File: config.mk
export PLATFORM = sky130hd
export DESIGN_NAME = bin_to_bcd_seq
export DESIGN_NICKNAME = d
export VERILOG_FILES = /design/src/rtl/bcd_pkg.sv /design/src/rtl/bcd_add3.sv /design/src/rtl/bin_to_bcd_seq.sv
export SDC_FILE = /design/constraint.sdc
export NUM_CORES = 1
export LEC_CHECK = 0
export BUFFER_PORTS_ARGS = -buffer_cell sky130_fd_sc_hd__buf_4
export CAP_MARGIN = 20
export CORE_ASPECT_RATIO = 0.8
export CORE_UTILIZATION = 40
export DETAILED_ROUTE_END_ITERATION = 7
export PLACE_DENSITY = 0.62
export SLEW_MARGIN = 20
export SYNTH_ARGS = -nofsm -noshare
export SYNTH_HDL_FRONTEND = slang
export SYNTH_SLANG_ARGS = --single-unit
File: constraint.sdc
create_clock -name clk -period 5.81 [get_ports clk]
set_input_delay 1.162 -clock clk [delete_from_list [all_inputs] [get_ports clk]]
set_output_delay 1.162 -clock clk [all_outputs]
set_load 0.01 [all_outputs]
File: src/rtl/bcd_pkg.sv
// Shared constants and FSM state type for the sequential binary-to-BCD converter.
package bcd_pkg;

    localparam int         DIGIT_W     = 4;
    localparam logic [3:0] ADD3_THRESH = 4'd5;

    typedef enum logic {
        IDLE  = 1'b0,
        SHIFT = 1'b1
    } state_t;

endpackage

File: src/rtl/bcd_add3.sv
// One double-dabble digit correction: adds 3 when the digit is 5 or more.
module bcd_add3
    import bcd_pkg::*;
(
    input  logic [DIGIT_W-1:0] digit_i,
    output logic [DIGIT_W-1:0] digit_o
);

    assign digit_o = (digit_i >= ADD3_THRESH) ? digit_i + 4'd3 : digit_i;

endmodule

File: src/rtl/bin_to_bcd_seq.sv
// Sequential double-dabble binary-to-BCD converter, one input bit per clock.
// Optional macro BCD_BLANK_EN adds the registered per-digit leading-zero blank output.
module bin_to_bcd_seq
    import bcd_pkg::*;
#(
    parameter int WIDTH  = 16,
    parameter int DIGITS = 5
) (
    input  logic                      clk,
    input  logic                      rst,
    input  logic                      start,
    input  logic [WIDTH-1:0]          bin,
    output logic                      busy,
    output logic                      done,
    output logic [DIGIT_W*DIGITS-1:0] bcd
`ifdef BCD_BLANK_EN
    ,
    output logic [DIGITS-1:0]         blank
`endif
);

    localparam int CNT_W = $clog2(WIDTH + 1);
    localparam int SCR_W = DIGIT_W * DIGITS;

    // Handshake: start is taken on any rising edge where the FSM is IDLE
    // (including the done cycle); busy covers the WIDTH shift edges and done
    // pulses for one cycle once the result is on bcd.
    state_t             state_q, state_d;
    logic [WIDTH-1:0]   sh_q,    sh_d;
    logic [SCR_W-1:0]   scr_q,   scr_d;
    logic [CNT_W-1:0]   cnt_q,   cnt_d;
    logic [SCR_W-1:0]   bcd_q,   bcd_d;
    logic               done_q,  done_d;

    logic [SCR_W-1:0]       adj;
    logic [SCR_W+WIDTH-1:0] shifted;

    for (genvar g = 0; g < DIGITS; g++) begin : g_add3
        bcd_add3 u_add3 (
            .digit_i (scr_q[g*DIGIT_W +: DIGIT_W]),
            .digit_o (adj[g*DIGIT_W +: DIGIT_W])
        );
    end

    assign shifted = {adj, sh_q} << 1;

    always_comb begin
        state_d = state_q;
        sh_d    = sh_q;
        scr_d   = scr_q;
        cnt_d   = cnt_q;
        bcd_d   = bcd_q;
        done_d  = 1'b0;
        case (state_q)
            IDLE: begin
                if (start) begin
                    sh_d    = bin;
                    scr_d   = '0;
                    cnt_d   = CNT_W'(WIDTH);
                    state_d = SHIFT;
                end
            end
            SHIFT: begin
                sh_d  = shifted[WIDTH-1:0];
                scr_d = shifted[SCR_W+WIDTH-1:WIDTH];
                cnt_d = cnt_q - 1'b1;
                // Last shift: the finished digits go straight to bcd.
                if (cnt_q == CNT_W'(1)) begin
                    bcd_d   = shifted[SCR_W+WIDTH-1:WIDTH];
                    done_d  = 1'b1;
                    state_d = IDLE;
                end
            end
            default: state_d = IDLE;
        endcase
    end

    always_ff @(posedge clk or posedge rst) begin
        if (rst) begin
            state_q <= IDLE;
            sh_q    <= '0;
            scr_q   <= '0;
            cnt_q   <= '0;
            bcd_q   <= '0;
            done_q  <= 1'b0;
        end else begin
            state_q <= state_d;
            sh_q    <= sh_d;
            scr_q   <= scr_d;
            cnt_q   <= cnt_d;
            bcd_q   <= bcd_d;
            done_q  <= done_d;
        end
    end

    assign busy = (state_q == SHIFT);
    assign done = done_q;
    assign bcd  = bcd_q;

`ifdef BCD_BLANK_EN
    logic [DIGITS-1:0] blank_q, blank_d;
    logic              upper_zero;

    // Digit 0 is never blanked so a zero result still shows "0".
    always_comb begin
        blank_d    = '0;
        upper_zero = 1'b1;
        for (int i = DIGITS - 1; i >= 1; i--) begin
            upper_zero = upper_zero && (bcd_d[i*DIGIT_W +: DIGIT_W] == '0);
            blank_d[i] = upper_zero;
        end
    end

    always_ff @(posedge clk or posedge rst) begin
        if (rst) begin
            blank_q <= {{(DIGITS-1){1'b1}}, 1'b0};
        end else begin
            blank_q <= blank_d;
        end
    end

    assign blank = blank_q;
`endif

endmodule
After elaboration in Yosys (flattened, before gate mapping)
Index checks and enable logic that the tools add are counted.

Output and inout bits: 22. Flip-flop bits (word level): 63. Bits of input ports: 19.

Bitwise logic cells: 1. Multiplexer cells: 16. Add/subtract/negate cells: 6. Eq/ne operators: 2. Order comparisons: 5. Reductions and logical operators: 1.

Operator list (count): case mux 20 bit (2 select lines) (1); case mux 16 bit (2 select lines) (1); >= comparator 4 x 3 -> 1 bit (second input constant) (5); 2-to-1 mux 20 bit (1); adder 4 x 2 -> 4 bit (second input constant) (4); 2-to-1 mux 16 bit (1); 2-to-1 mux 4 bit (4); case mux 5 bit (2 select lines) (1); equality test 5 x 1 -> 1 bit (second input constant) (1); 2-to-1 mux 5 bit (1); subtractor 5 x 1 -> 5 bit (second input constant) (1); 2-to-1 mux 1 bit (4); adder 3 x 2 -> 3 bit (second input constant) (1); 2-to-1 mux 3 bit (1); != test 2 bit (second input constant) (1); case mux 1 bit (2 select lines) (1); AND reduction 2 bit (1); NOT 1 bit (1).

Longest topological paths before layout
Depth in word-level cells: 3. Depth in mapped cells: 6. Mapped depth without buffers: 6.

Cells and area by module
Synthesis repeated with hierarchy kept, for this count alone.

Cell total of the unflattened synthesis: 284. Area total of the unflattened synthesis: 3076.7 um2.

By module, submodules not included: bin_to_bcd_seq (times used 1, cells an instance 204, sequential area each 1576.5 um2, area an instance 2570.0 um2); bcd_add3 (times used 5, cells an instance 16, sequential area each 0.0 um2, area an instance 101.3 um2).

Worst setup path before layout
OpenSTA, ideal clock, no wires.

Path kind: input to register. Start: input port start. End: register sh_q[4]. Data required time: 5.677 ns. Arrival: 1.721 ns. Stages on the path: 4. Slack: 3.956 ns. Setup time: 0.133 ns. Path through: buf_2 -> buf_4 -> mux2i_1 -> o21ai_0.

Cells in the longest elaborated chain, start to end: 1.

Ends and longest elaborated chain: from (decl) (line bin_to_bcd_seq.sv:11) `input logic start,`; != test 2 bit (no line); to (signal assigned) (line bin_to_bcd_seq.sv:81) `sh_q <= '0;`; to (signal assigned) (line bin_to_bcd_seq.sv:88) `sh_q <= sh_d;`; to (decl) (line bin_to_bcd_seq.sv:29) `logic [WIDTH-1:0] sh_q, sh_d;`.

No other way between the ends. A chain may end at the register's enable or synchronous reset.

Final worst setup path
Start: register state_q (netlist: busy). End: output port busy.

RTL lines: from (decl) (line bin_to_bcd_seq.sv:28) `state_t state_q, state_d;`; from (signal assigned) (line bin_to_bcd_seq.sv:87) `state_q <= state_d;`; to (decl) (line bin_to_bcd_seq.sv:13) `output logic busy,`.

No word-level cell between the ends.

==> results_dict.tcl <==
set metrics [dict create \
    place_congestion 0.736 \
    routed-wl-met2_mm 2.43 \
    die_h_um 80.9 \
    finalCriticalPeriod_ns 2.86 \
    drt.antenna.violating_nets 0 \
    cp.required_ns 4.65 \
    antenna_found_initial 0 \
    nNetsFinal 355 \
    setup_tns_ns 0 \
    hold_path_class "flip-flop to flip-flop" \
    worstMarginPinSlew_ns 0.810 \
    layout_commonest_cell "dfrtp_1" \
    ys_types 34 \
    route.met3.wl_um 266 \
    cts_setup_buffers 0 \
    whs_path_depth 2 \
    finalSetupViolations 0 \
    synthCells 285 \
    grt.overflow.total 0 \
    hold_buffers 0 \
    start_util 0.417 \
    p_leak_nw 1.78 \
    highest_layer "met4" \
    wl_mm 5.78 \
    clock.fmax_mhz 350 \
    num_vias 2121 \
    core_area_mm2 0.00746 \
    peakVddDrop_v 0.000171 \
    synth_nets 316 \
    rows 28 \
    clk_latency_ns 0.34 \
    skew_ns 0.00487 \
    fin_ws_ns 2.95 \
    ff2ff_setup_slack_ns 3.54 \
    cts_resized 0 \
    post-route-period-util 0.492 \
    hold_end "bcd[16]" \
    ys_warn_count 0 \
    grt_use_total 0.160 \
    clkTransAtPathRegs_ns 0.07 \
    place_ws_ns 3.32 \
    worst-r2r-cell-count 4 \
    dr.pass1.iters 4 \
    grt_max_degree 64 \
    final-hold-violation-count 0 \
    cp_max_fo 56 \
    cts-root-buf "clkbuf_8" \
    cp-start-kind "flip-flop" \
    mostFrequentLayoutCells "62 x dfrtp_1, 42 x buf_4, 33 x o21ai_0, 32 x nand2_1, 29 x mux2i_1" \
    drcViolationCount 0 \
    cp-end-kind "output pin" \
    clkSinkCount 63 \
    drive_gt1_frac 0.243 \
    maxSlewViolCount 0 \
    seq_area_frac_synth 0.507 \
    worstReg2RegEnd "bcd[17]" \
    h-tree-depth 3 \
    max_slew_margin 0.460 \
    grt_pass1_wl_mm 9.92 \
    wire_per_inst_um 13.3 \
    first_iter_violations 90 \
    wl_met1_mm 3.02 \
    cap_violations 0 \
    p_per_area_mw_per_mm2 536 \
    grt_pass1_vias 2065 \
    die-area_mm2 0.00814 \
    io_pins 41 \
    hold_start "bcd[16]" \
    port_buffers 40 \
    via_per_inst 4.89 \
    syn_area_per_cell_um2 10.9 \
    timing.rr.start "busy" \
    ys_ff_latch 63 \
    worstPathArrival_ns 1.69 \
    cts_buffer_depth 2 \
    cts_buffers 9 \
    die_w_um 101 \
    critPathKind "flip-flop to output pin" \
    rsz0062_at_grt "false" \
    outcome "completed" \
    cts_tree "yes" \
    antenna_cells 0 \
    syn2layout_area_growth_pct 17.7 \
    synth_area_mm2 0.00311 \
    hpwlAfterDp_mm 3.76 \
]
worst max-delay path, stage by stage (launching register included):
cell     delay [ns]
dfrtp_2        0.59
buf_4          0.53
buf_4          0.22
cell usage after synthesis (all sizes together):
master  count  area (um^2)
dfrtp      63         1580
clkinv      1         8.76
and2        1         6.26
nand3       2         10.0
mux2i      29          290
a21o        6         46.3
inv        13         48.8
buf        13         70.1
a21oi      15          101
xnor2       5         43.8
o31ai       2         15.0
nand2b     15         98.9
o21a        1         7.51
o21ai      35          175
nand4       1         6.26
nor3b      12         90.1
clkbuf      1         3.75
mux2       10          124
xor2        1         8.76
nor2b       1         6.26
nand4b      1         23.8
ha         12          150
a22o        4         35.0
nand2      32          120
nor2        5         23.8
nor3        4         20.0
registers in the layout, summed over array words and instances, names as in the netlist:
name	count
done	1
busy	1
scr_q	20
sh_q	16
cnt_q	5
bcd	20
layout make-up:
cell class,count,area (um^2)
clock buffer,13,159
fill,687,3800
timing repair buffer,42,315
clock inverter,3,17.5
tap,105,131
sequential,63,1580
multi-input combinational,194,1400
inverter,14,57.6
layer usage:
metal | vias to the layer above | track usage
met3 | 7 | 0.0594
met4 | 0 | 0.0522
met2 | 42 | 0.233
met5 | - | 0
li1 | 1056 | -
met1 | 1016 | 0.219
how the worst max path moves through the flow:
stage,start,endpoint,cells after the start
floorplan,rst,bcd[0],1
global placement,busy,busy,2
detailed placement,busy,busy,2
CTS,busy,busy,2
global route,busy,busy,2
finish,busy,busy,2
metrics by stage:
| stage | cells | hold slack [ns] | total power, mW | instance area, um^2 | utilization |
|---|---|---|---|---|---|
| floorplan | 285 | 0.449 | 1.39 | 3110 | - |
| global placement | 418 | 0.461 | 1.60 | 3480 | 0.467 |
| detailed placement | 418 | 0.470 | 1.63 | 3480 | 0.467 |
| CTS | 434 | 0.490 | 1.99 | 3660 | 0.491 |
| global route | 434 | 0.513 | 2.14 | 3660 | 0.491 |
| finish | 434 | 0.486 | 1.96 | 3660 | 0.491 |
cell families after synthesis:
kind of cell,Yosys count,synth area share
XOR/XNOR,6,0.0169
AND/OR/NAND/NOR,74,0.130
adder cells (fa/ha/maj),12,0.0483
multiplexers,39,0.133
buffers and inverters,28,0.0422
AO/OA/AOI/OAI,63,0.122
flip-flops,63,0.507
power breakdown:
part           switching (mW)  total [mW]  internal (mW)
Combinational           0.412       0.837          0.425
Clock                   0.165       0.342          0.177
Sequential              0.158       0.785          0.627
Total                   0.735        1.96           1.23
Note: power is estimated with default switching activity, not from simulation.
